[config.mk]
export PLATFORM = sky130hd
export DESIGN_NAME = mux_cfg_frame_loader
export DESIGN_NICKNAME = d
export VERILOG_FILES = /design/src/rtl/mux_cfg_frame_loader.sv
export SDC_FILE = /design/constraint.sdc
export NUM_CORES = 1
export LEC_CHECK = 0
export CAP_MARGIN = 20
export CORE_MARGIN = 10
export CORE_UTILIZATION = 40
export DETAILED_ROUTE_END_ITERATION = 12
export GPL_TIMING_DRIVEN = 0
export PLACE_DENSITY_LB_ADDON = 0.3
export SLEW_MARGIN = 20
export SYNTH_ARGS = -nofsm -noshare
export SYNTH_HDL_FRONTEND = slang
export SYNTH_SLANG_ARGS = --single-unit
[constraint.sdc]
create_clock -name prog_clk -period 5.73 [get_ports prog_clk]
set_input_delay 0.8595 -clock prog_clk [delete_from_list [all_inputs] [get_ports prog_clk]]
set_output_delay 0.8595 -clock prog_clk [all_outputs]
set_load 0.005 [all_outputs]
[src/rtl/mux_cfg_frame_loader.sv]
`timescale 1ns/1ps
`default_nettype none
// ============================================================================
// Module      : mux_cfg_frame_loader
// Description : Configuration-memory stage for the TGATE routing/LUT muxes.
//               Collects one frame as WORD_W-bit words on a valid/ready port
//               into a shadow register. It then checks that every
//               ONEHOT_GROUP-bit mux select group is one-hot or all-zero.
//               Only after that check does it copy the frame into mem/mem_inv
//               in a single cycle. The muxes therefore never see a partial
//               frame or a select pattern that turns on two TGATEs at once.
// Ports       : prog_clk   - configuration clock, rising edge
//               pReset     - synchronous active-high reset
//               in_valid   - word valid
//               in_ready   - loader can accept a word
//               in_data    - frame word; bit j of word k -> shadow[k*WORD_W+j]
//               in_last    - final word of the frame
//               mem        - committed select bits [0:MEM_SIZE-1]
//               mem_inv    - registered complement of mem
//               load_done  - 1-cycle pulse, frame committed
//               err_len    - 1-cycle pulse, wrong frame length, frame dropped
//               err_onehot - 1-cycle pulse, group check failed, frame dropped
//               cfg_busy   - high whenever the FSM is not IDLE
// Revision    : 1.0 - initial release
// ============================================================================
module mux_cfg_frame_loader #(
    parameter int MEM_SIZE     = 8,
    parameter int WORD_W       = 4,
    parameter int ONEHOT_GROUP = 4
) (
    input  logic                prog_clk,
    input  logic                pReset,
    input  logic                in_valid,
    output logic                in_ready,
    input  logic [WORD_W-1:0]   in_data,
    input  logic                in_last,
    output logic [0:MEM_SIZE-1] mem,
    output logic [0:MEM_SIZE-1] mem_inv,
    output logic                load_done,
    output logic                err_len,
    output logic                err_onehot,
    output logic                cfg_busy
);

    localparam int c_NWORDS  = MEM_SIZE / WORD_W;
    localparam int c_NGROUPS = MEM_SIZE / ONEHOT_GROUP;
    localparam int c_CNT_W   = $clog2(c_NWORDS) + 1;
    localparam int c_POP_W   = $clog2(ONEHOT_GROUP) + 1;

    localparam logic [c_CNT_W-1:0] c_CNT_ZERO = '0;
    localparam logic [c_CNT_W-1:0] c_CNT_ONE  = c_CNT_W'(1);
    localparam logic [c_CNT_W-1:0] c_CNT_LAST = c_CNT_W'(c_NWORDS - 1);
    localparam logic [c_POP_W-1:0] c_POP_ONE  = c_POP_W'(1);

    localparam logic [2:0] S_IDLE   = 3'd0;
    localparam logic [2:0] S_LOAD   = 3'd1;
    localparam logic [2:0] S_DRAIN  = 3'd2;
    localparam logic [2:0] S_CHECK  = 3'd3;
    localparam logic [2:0] S_COMMIT = 3'd4;

    logic [2:0]          r_state;
    logic [c_CNT_W-1:0]  r_count;
    logic [0:MEM_SIZE-1] r_shadow;
    logic [0:MEM_SIZE-1] r_mem;
    logic [0:MEM_SIZE-1] r_mem_inv;
    logic                r_load_done;
    logic                r_err_len;
    logic                r_err_onehot;

    logic [2:0]          w_state_nxt;
    logic [c_CNT_W-1:0]  w_count_nxt;
    logic [c_CNT_W-1:0]  w_wr_idx;
    logic                w_accept;
    logic                w_ready_state;
    logic                w_wr_en;
    logic                w_clr;
    logic                w_commit;
    logic                w_err_len_set;
    logic                w_err_onehot_set;
    logic [c_NGROUPS-1:0] w_group_ok;
    logic                w_all_ok;

    // in_ready is gated by pReset so no word appears accepted while the
    // loader is being reset.
    assign w_ready_state = (r_state == S_IDLE) || (r_state == S_LOAD) || (r_state == S_DRAIN);
    assign in_ready      = w_ready_state & ~pReset;
    assign w_accept      = in_valid & in_ready;

    // A group passes when at most one of its select bits is set.
    generate
        for (genvar g = 0; g < c_NGROUPS; g++) begin : g_group
            logic [c_POP_W-1:0] w_pop;
            always_comb begin
                w_pop = '0;
                for (int b = 0; b < ONEHOT_GROUP; b++) begin
                    w_pop = w_pop + c_POP_W'(r_shadow[g*ONEHOT_GROUP + b]);
                end
            end
            assign w_group_ok[g] = (w_pop <= c_POP_ONE);
        end
    endgenerate

    assign w_all_ok = &w_group_ok;

    always_comb begin
        w_state_nxt      = r_state;
        w_count_nxt      = r_count;
        w_wr_idx         = r_count;
        w_wr_en          = 1'b0;
        w_clr            = 1'b0;
        w_commit         = 1'b0;
        w_err_len_set    = 1'b0;
        w_err_onehot_set = 1'b0;
        case (r_state)
            S_IDLE: begin
                w_wr_idx = c_CNT_ZERO;
                if (w_accept) begin
                    if (in_last) begin
                        if (c_NWORDS == 1) begin
                            w_wr_en     = 1'b1;
                            w_count_nxt = c_CNT_ONE;
                            w_state_nxt = S_CHECK;
                        end else begin
                            w_err_len_set = 1'b1;
                            w_clr         = 1'b1;
                        end
                    end else if (c_NWORDS == 1) begin
                        // A one-word frame without in_last is already too long.
                        w_err_len_set = 1'b1;
                        w_clr         = 1'b1;
                        w_state_nxt   = S_DRAIN;
                    end else begin
                        w_wr_en     = 1'b1;
                        w_count_nxt = c_CNT_ONE;
                        w_state_nxt = S_LOAD;
                    end
                end
            end
            S_LOAD: begin
                if (w_accept) begin
                    w_wr_en     = 1'b1;
                    w_count_nxt = r_count + c_CNT_ONE;
                    if (in_last) begin
                        if (r_count == c_CNT_LAST) begin
                            w_state_nxt = S_CHECK;
                        end else begin
                            w_err_len_set = 1'b1;
                            w_clr         = 1'b1;
                            w_count_nxt   = c_CNT_ZERO;
                            w_state_nxt   = S_IDLE;
                        end
                    end else if (r_count == c_CNT_LAST) begin
                        // Frame is full but the sender keeps going: drop it
                        // and swallow words up to its in_last.
                        w_err_len_set = 1'b1;
                        w_clr         = 1'b1;
                        w_count_nxt   = c_CNT_ZERO;
                        w_state_nxt   = S_DRAIN;
                    end
                end
            end
            S_DRAIN: begin
                if (w_accept && in_last) begin
                    w_state_nxt = S_IDLE;
                end
            end
            S_CHECK: begin
                if (w_all_ok) begin
                    w_state_nxt = S_COMMIT;
                end else begin
                    w_err_onehot_set = 1'b1;
                    w_clr            = 1'b1;
                    w_count_nxt      = c_CNT_ZERO;
                    w_state_nxt      = S_IDLE;
                end
            end
            S_COMMIT: begin
                w_commit    = 1'b1;
                w_clr       = 1'b1;
                w_count_nxt = c_CNT_ZERO;
                w_state_nxt = S_IDLE;
            end
            default: begin
                w_clr       = 1'b1;
                w_count_nxt = c_CNT_ZERO;
                w_state_nxt = S_IDLE;
            end
        endcase
    end

    always_ff @(posedge prog_clk) begin
        if (pReset) begin
            r_state      <= S_IDLE;
            r_count      <= c_CNT_ZERO;
            r_shadow     <= '0;
            r_mem        <= '0;
            r_mem_inv    <= '1;
            r_load_done  <= 1'b0;
            r_err_len    <= 1'b0;
            r_err_onehot <= 1'b0;
        end else begin
            r_state      <= w_state_nxt;
            r_count      <= w_count_nxt;
            r_load_done  <= w_commit;
            r_err_len    <= w_err_len_set;
            r_err_onehot <= w_err_onehot_set;
            if (w_clr) begin
                r_shadow <= '0;
            end else if (w_wr_en) begin
                for (int k = 0; k < c_NWORDS; k++) begin
                    if (w_wr_idx == c_CNT_W'(k)) begin
                        for (int j = 0; j < WORD_W; j++) begin
                            r_shadow[k*WORD_W + j] <= in_data[j];
                        end
                    end
                end
            end
            // mem and mem_inv move together, whole frame at once.
            if (w_commit) begin
                r_mem     <= r_shadow;
                r_mem_inv <= ~r_shadow;
            end
        end
    end

    assign mem        = r_mem;
    assign mem_inv    = r_mem_inv;
    assign load_done  = r_load_done;
    assign err_len    = r_err_len;
    assign err_onehot = r_err_onehot;
    assign cfg_busy   = (r_state != S_IDLE);

endmodule
`default_nettype wire

==> metrics.log, run 1 <==
INFO  metric cts_tree = yes
INFO  metric grtUsageMet1 = 12.3%
INFO  metric grtUsageTotal = 11.0%
INFO  metric clock_latency = 330 ps
INFO  metric drt_pre_antenna_iters = 4
INFO  metric placed_cell_count = 237
INFO  metric grt_max_degree = 11
INFO  metric synth_area_leaders = dfxtp_1 46%, nand2_1 10%, o21ai_0 5.4%
INFO  metric design.core.area = 3340 um^2
INFO  metric grt_first_pass_wirelength = 5.54 mm
INFO  metric grt_util_met3 = 3.94%
INFO  metric timing.critical_path.fanout_max = 10
INFO  metric final_util = 53.7%
INFO  metric dominant_cell_by_count_in_the_synthesized_netlist = nand2_1
INFO  metric synth_top_flop_cell = dfxtp_1
INFO  metric synth_edf_count = 0
INFO  metric grt_overflow = 0
INFO  metric cts_hold_buf = 0
INFO  metric gr-usage-met2 = 18.1%
INFO  metric fmax = 0.380 GHz
INFO  metric hold_class = reg2reg
INFO  metric clock_power_share = 31.1%
INFO  metric power.switching = 0.157 mW
INFO  metric synthToLayoutAreaGrowth = 29.1%
INFO  metric rsz0062_at_grt = no
INFO  metric synth_top_cell_by_area = dfxtp_1
INFO  metric drt_first_iter_violations = 91
INFO  metric routed_wire_length_per_instance = 13.2 um
INFO  metric setup-tns-final = 0 ps
INFO  metric synth_warnings = 0
INFO  metric initial_core_util = 41.6%
INFO  metric report.final.hold_viol_count = 0
INFO  metric power.static_leakage = 0.663 nW
INFO  metric final_max_slew_viol_count = 0
INFO  metric buffers_inserted_by_post_cts_timing_repair = 0
INFO  metric post_synth_most_frequent_cells = 37 x nand2_1, 32 x dfxtp_1, 15 x o21ai_0
INFO  metric drc = 0
INFO  metric ff2ff_path_depth = 6
INFO  metric max-clock-path-buffers = 2
INFO  metric finalCriticalPeriod = 2630 ps
INFO  metric first_global_vias = 1252
INFO  metric power.density_cell_area = 297 nW/um^2
INFO  metric htreeDepth = 2
INFO  metric cap_viol_max_count = 0
INFO  metric num_antenna_cells = 0
INFO  metric antenna_found_initial = 0
INFO  metric postRouteAntennaNets = 0
INFO  metric grt.busiest_layer = met2
INFO  metric cp_data_required_time = 4870 ps
INFO  metric critical_path_arrival = 1780 ps
INFO  metric syn-cell-area = 1390 um^2
INFO  metric die_area = 6220 um^2
INFO  metric yosysUniqueCellTypes = 34
INFO  metric final_cell_area = 1790 um^2
INFO  metric syn_avg_cell_area = 8.46 um^2
INFO  metric synth_seq_cells = 32
INFO  metric timing.critical_path.to_type = primary output
INFO  metric design.final.nets = 210
INFO  metric sequentialPowerShare = 45.6%
INFO  metric place.gp.congestion = 0.803
INFO  metric io_buffer_count = 27
INFO  metric cts_made_buffers = 5
INFO  metric seq_area_frac_synth = 46.2%
INFO  metric post_dp_cell_area = 1720 um^2
INFO  metric number_of_placement_rows = 21
INFO  metric share_comb_of_total_power = 23.3%
INFO  metric cts.root.buffer_cell = clkbuf_4
INFO  metric synth.net_count = 176
INFO  metric max-slew-margin-rel = 52.7%
INFO  metric worst-setup-path-type = in2out
INFO  metric cts_repair_resize_count = 0
INFO  metric setup_clock_skew_after_layout = 11.7 ps
INFO  metric dieHeight = 78.9 um
INFO  metric vias_per_cell = 5.07
INFO  metric die_w = 78.9 um
INFO  metric final_wirelength = 3.24 mm
INFO  metric worstSetupStartpointType = primary input
INFO  metric final-setup-viol-count = 0
INFO  metric final_cell_count_no_fill = 245
INFO  metric clkSinkCount = 32
INFO  metric cts.clk_slew.worst_paths = 90 ps
INFO  metric layout-drive-gt1-share = 8.04%
INFO  metric hpwl = 2.58 mm
INFO  metric vias = 1243
INFO  metric r2r_slack = 3560 ps
INFO  metric floorplan.io_pins = 29
INFO  metric tightestPinTransition = 709 ps
INFO  metric netlist_instances = 164
INFO  metric worst_hold_path.num_cells = 2
INFO  metric peakVddDrop = 0.165 mV
INFO  metric finalCritPeriodShare = 46.0%
INFO  metric netSwitchingFraction = 29.5%
INFO  metric async_flop_share = 0%
INFO  metric yosys.area.top_type_share = 46.2%
INFO  metric run_status = finished, final reports clean
INFO  metric power_report.internal_total = 0.375 mW
## cell type report
cell class,instances,area [um^2]
plain buffers,9,60.1
clock buffers,6,41.3
clock inverters,2,35.0
fillers,337,1550
inverters,9,33.8
multi-input cells,114,653
flip-flops and latches,32,641
well taps,46,57.6
repair buffers,27,270
## layer usage
| metal | share of wire (%) | wire [um] |
|---|---|---|
| met1 | 43 | 1390 |
| met2 | 50 | 1610 |
| met3 | 5.5 | 178 |
| met4 | 2.1 | 67 |
| met5 | 0 | 0 |
## placed cells by master, fill, tap and decap left out, types with 2 or more instances in the layout
master,n
a21oi_1,13
o211ai_1,4
fa_1,2
clkbuf_1,4
nor2_1,11
nand2b_1,5
nand2_1,37
dfxtp_1,32
mux2i_1,4
clkdlybuf4s50_1,27
inv_1,8
ha_1,2
buf_2,3
nor4_1,3
o21ai_0,15
buf_6,3
clkbuf_4,5
## flip-flops by register name, indices dropped and copies added (netlist names)
| signal | flops |
|---|---|
| load_done | 1 |
| r_shadow | 8 |
| err_onehot | 1 |
| mem | 8 |
| r_state | 3 |
| err_len | 1 |
| mem_inv | 8 |
| r_count | 2 |
## path summary, 6_finish.rpt
kind | startpoint | to
max reg2reg | r_shadow[7] | r_shadow[4]
max | pReset | in_ready
min | mem[4] | mem[4]
min reg2reg | mem[4] | mem[4]
## critical path: stages
cell,delay (ps)
buf_2,160
a211oi_4,200
clkdlybuf4s50_1,550
## logic make-up (layout without fill, tap and decap cells)
family / Yosys count / after routing / share of synthesized area [%]
AO/OA/AOI/OAI: 40 / 40 / 17.9
XOR/XNOR: 1 / 1 / 0.631
adder cells (fa/ha/maj): 4 / 4 / 4.69
buffers and inverters: 18 / 53 / 6.76
flip-flops: 32 / 32 / 46.2
multiplexers: 4 / 4 / 2.89
AND/OR/NAND/NOR: 65 / 65 / 21.0
## power by group through the flow
stage / clock, mW / sequential [mW] / combinational (mW)
after floorplan: 0 / 0.246 / 0.0842
after global placement: 0 / 0.247 / 0.119
after detailed placement: 0 / 0.247 / 0.123
after CTS: 0.169 / 0.242 / 0.124
after global routing: 0.180 / 0.244 / 0.138
final: 0.165 / 0.242 / 0.124
## through the flow
| stage | worst slack (ps) | hold WS, ps | total power, mW |
|---|---|---|---|
| after CTS | 3090 | 463 | 0.535 |
| after detailed placement | 2940 | 449 | 0.371 |
| final | 3100 | 460 | 0.532 |
| after global placement | 3050 | 444 | 0.366 |
| after global routing | 3040 | 482 | 0.562 |
| after floorplan | 3580 | 453 | 0.330 |
(Power assumes the default switching activity.)
==> run 2, diff against run 1 <==
Clock period 5.73 ns to 2.45 ns, I/O delays scaled along.
==> results of run 2 <==
The final DEF is identical to that of run 1. Status: finished, final reports clean.
Among the figures that moved: setup slack after placement 2940 ps -> 149 ps; setup slack after layout 3100 ps -> 278 ps; hold slack 460 ps -> 360 ps; start point of the critical path pReset -> r_shadow[7]; end point of the critical path in_ready -> r_shadow[4]; register-to-register setup slack 3560 ps -> 280 ps; end point of the worst hold path mem[4] -> err_len; total power 0.532 mW -> 1.24 mW; worst IR drop on VDD 0.165 mV -> 0.385 mV
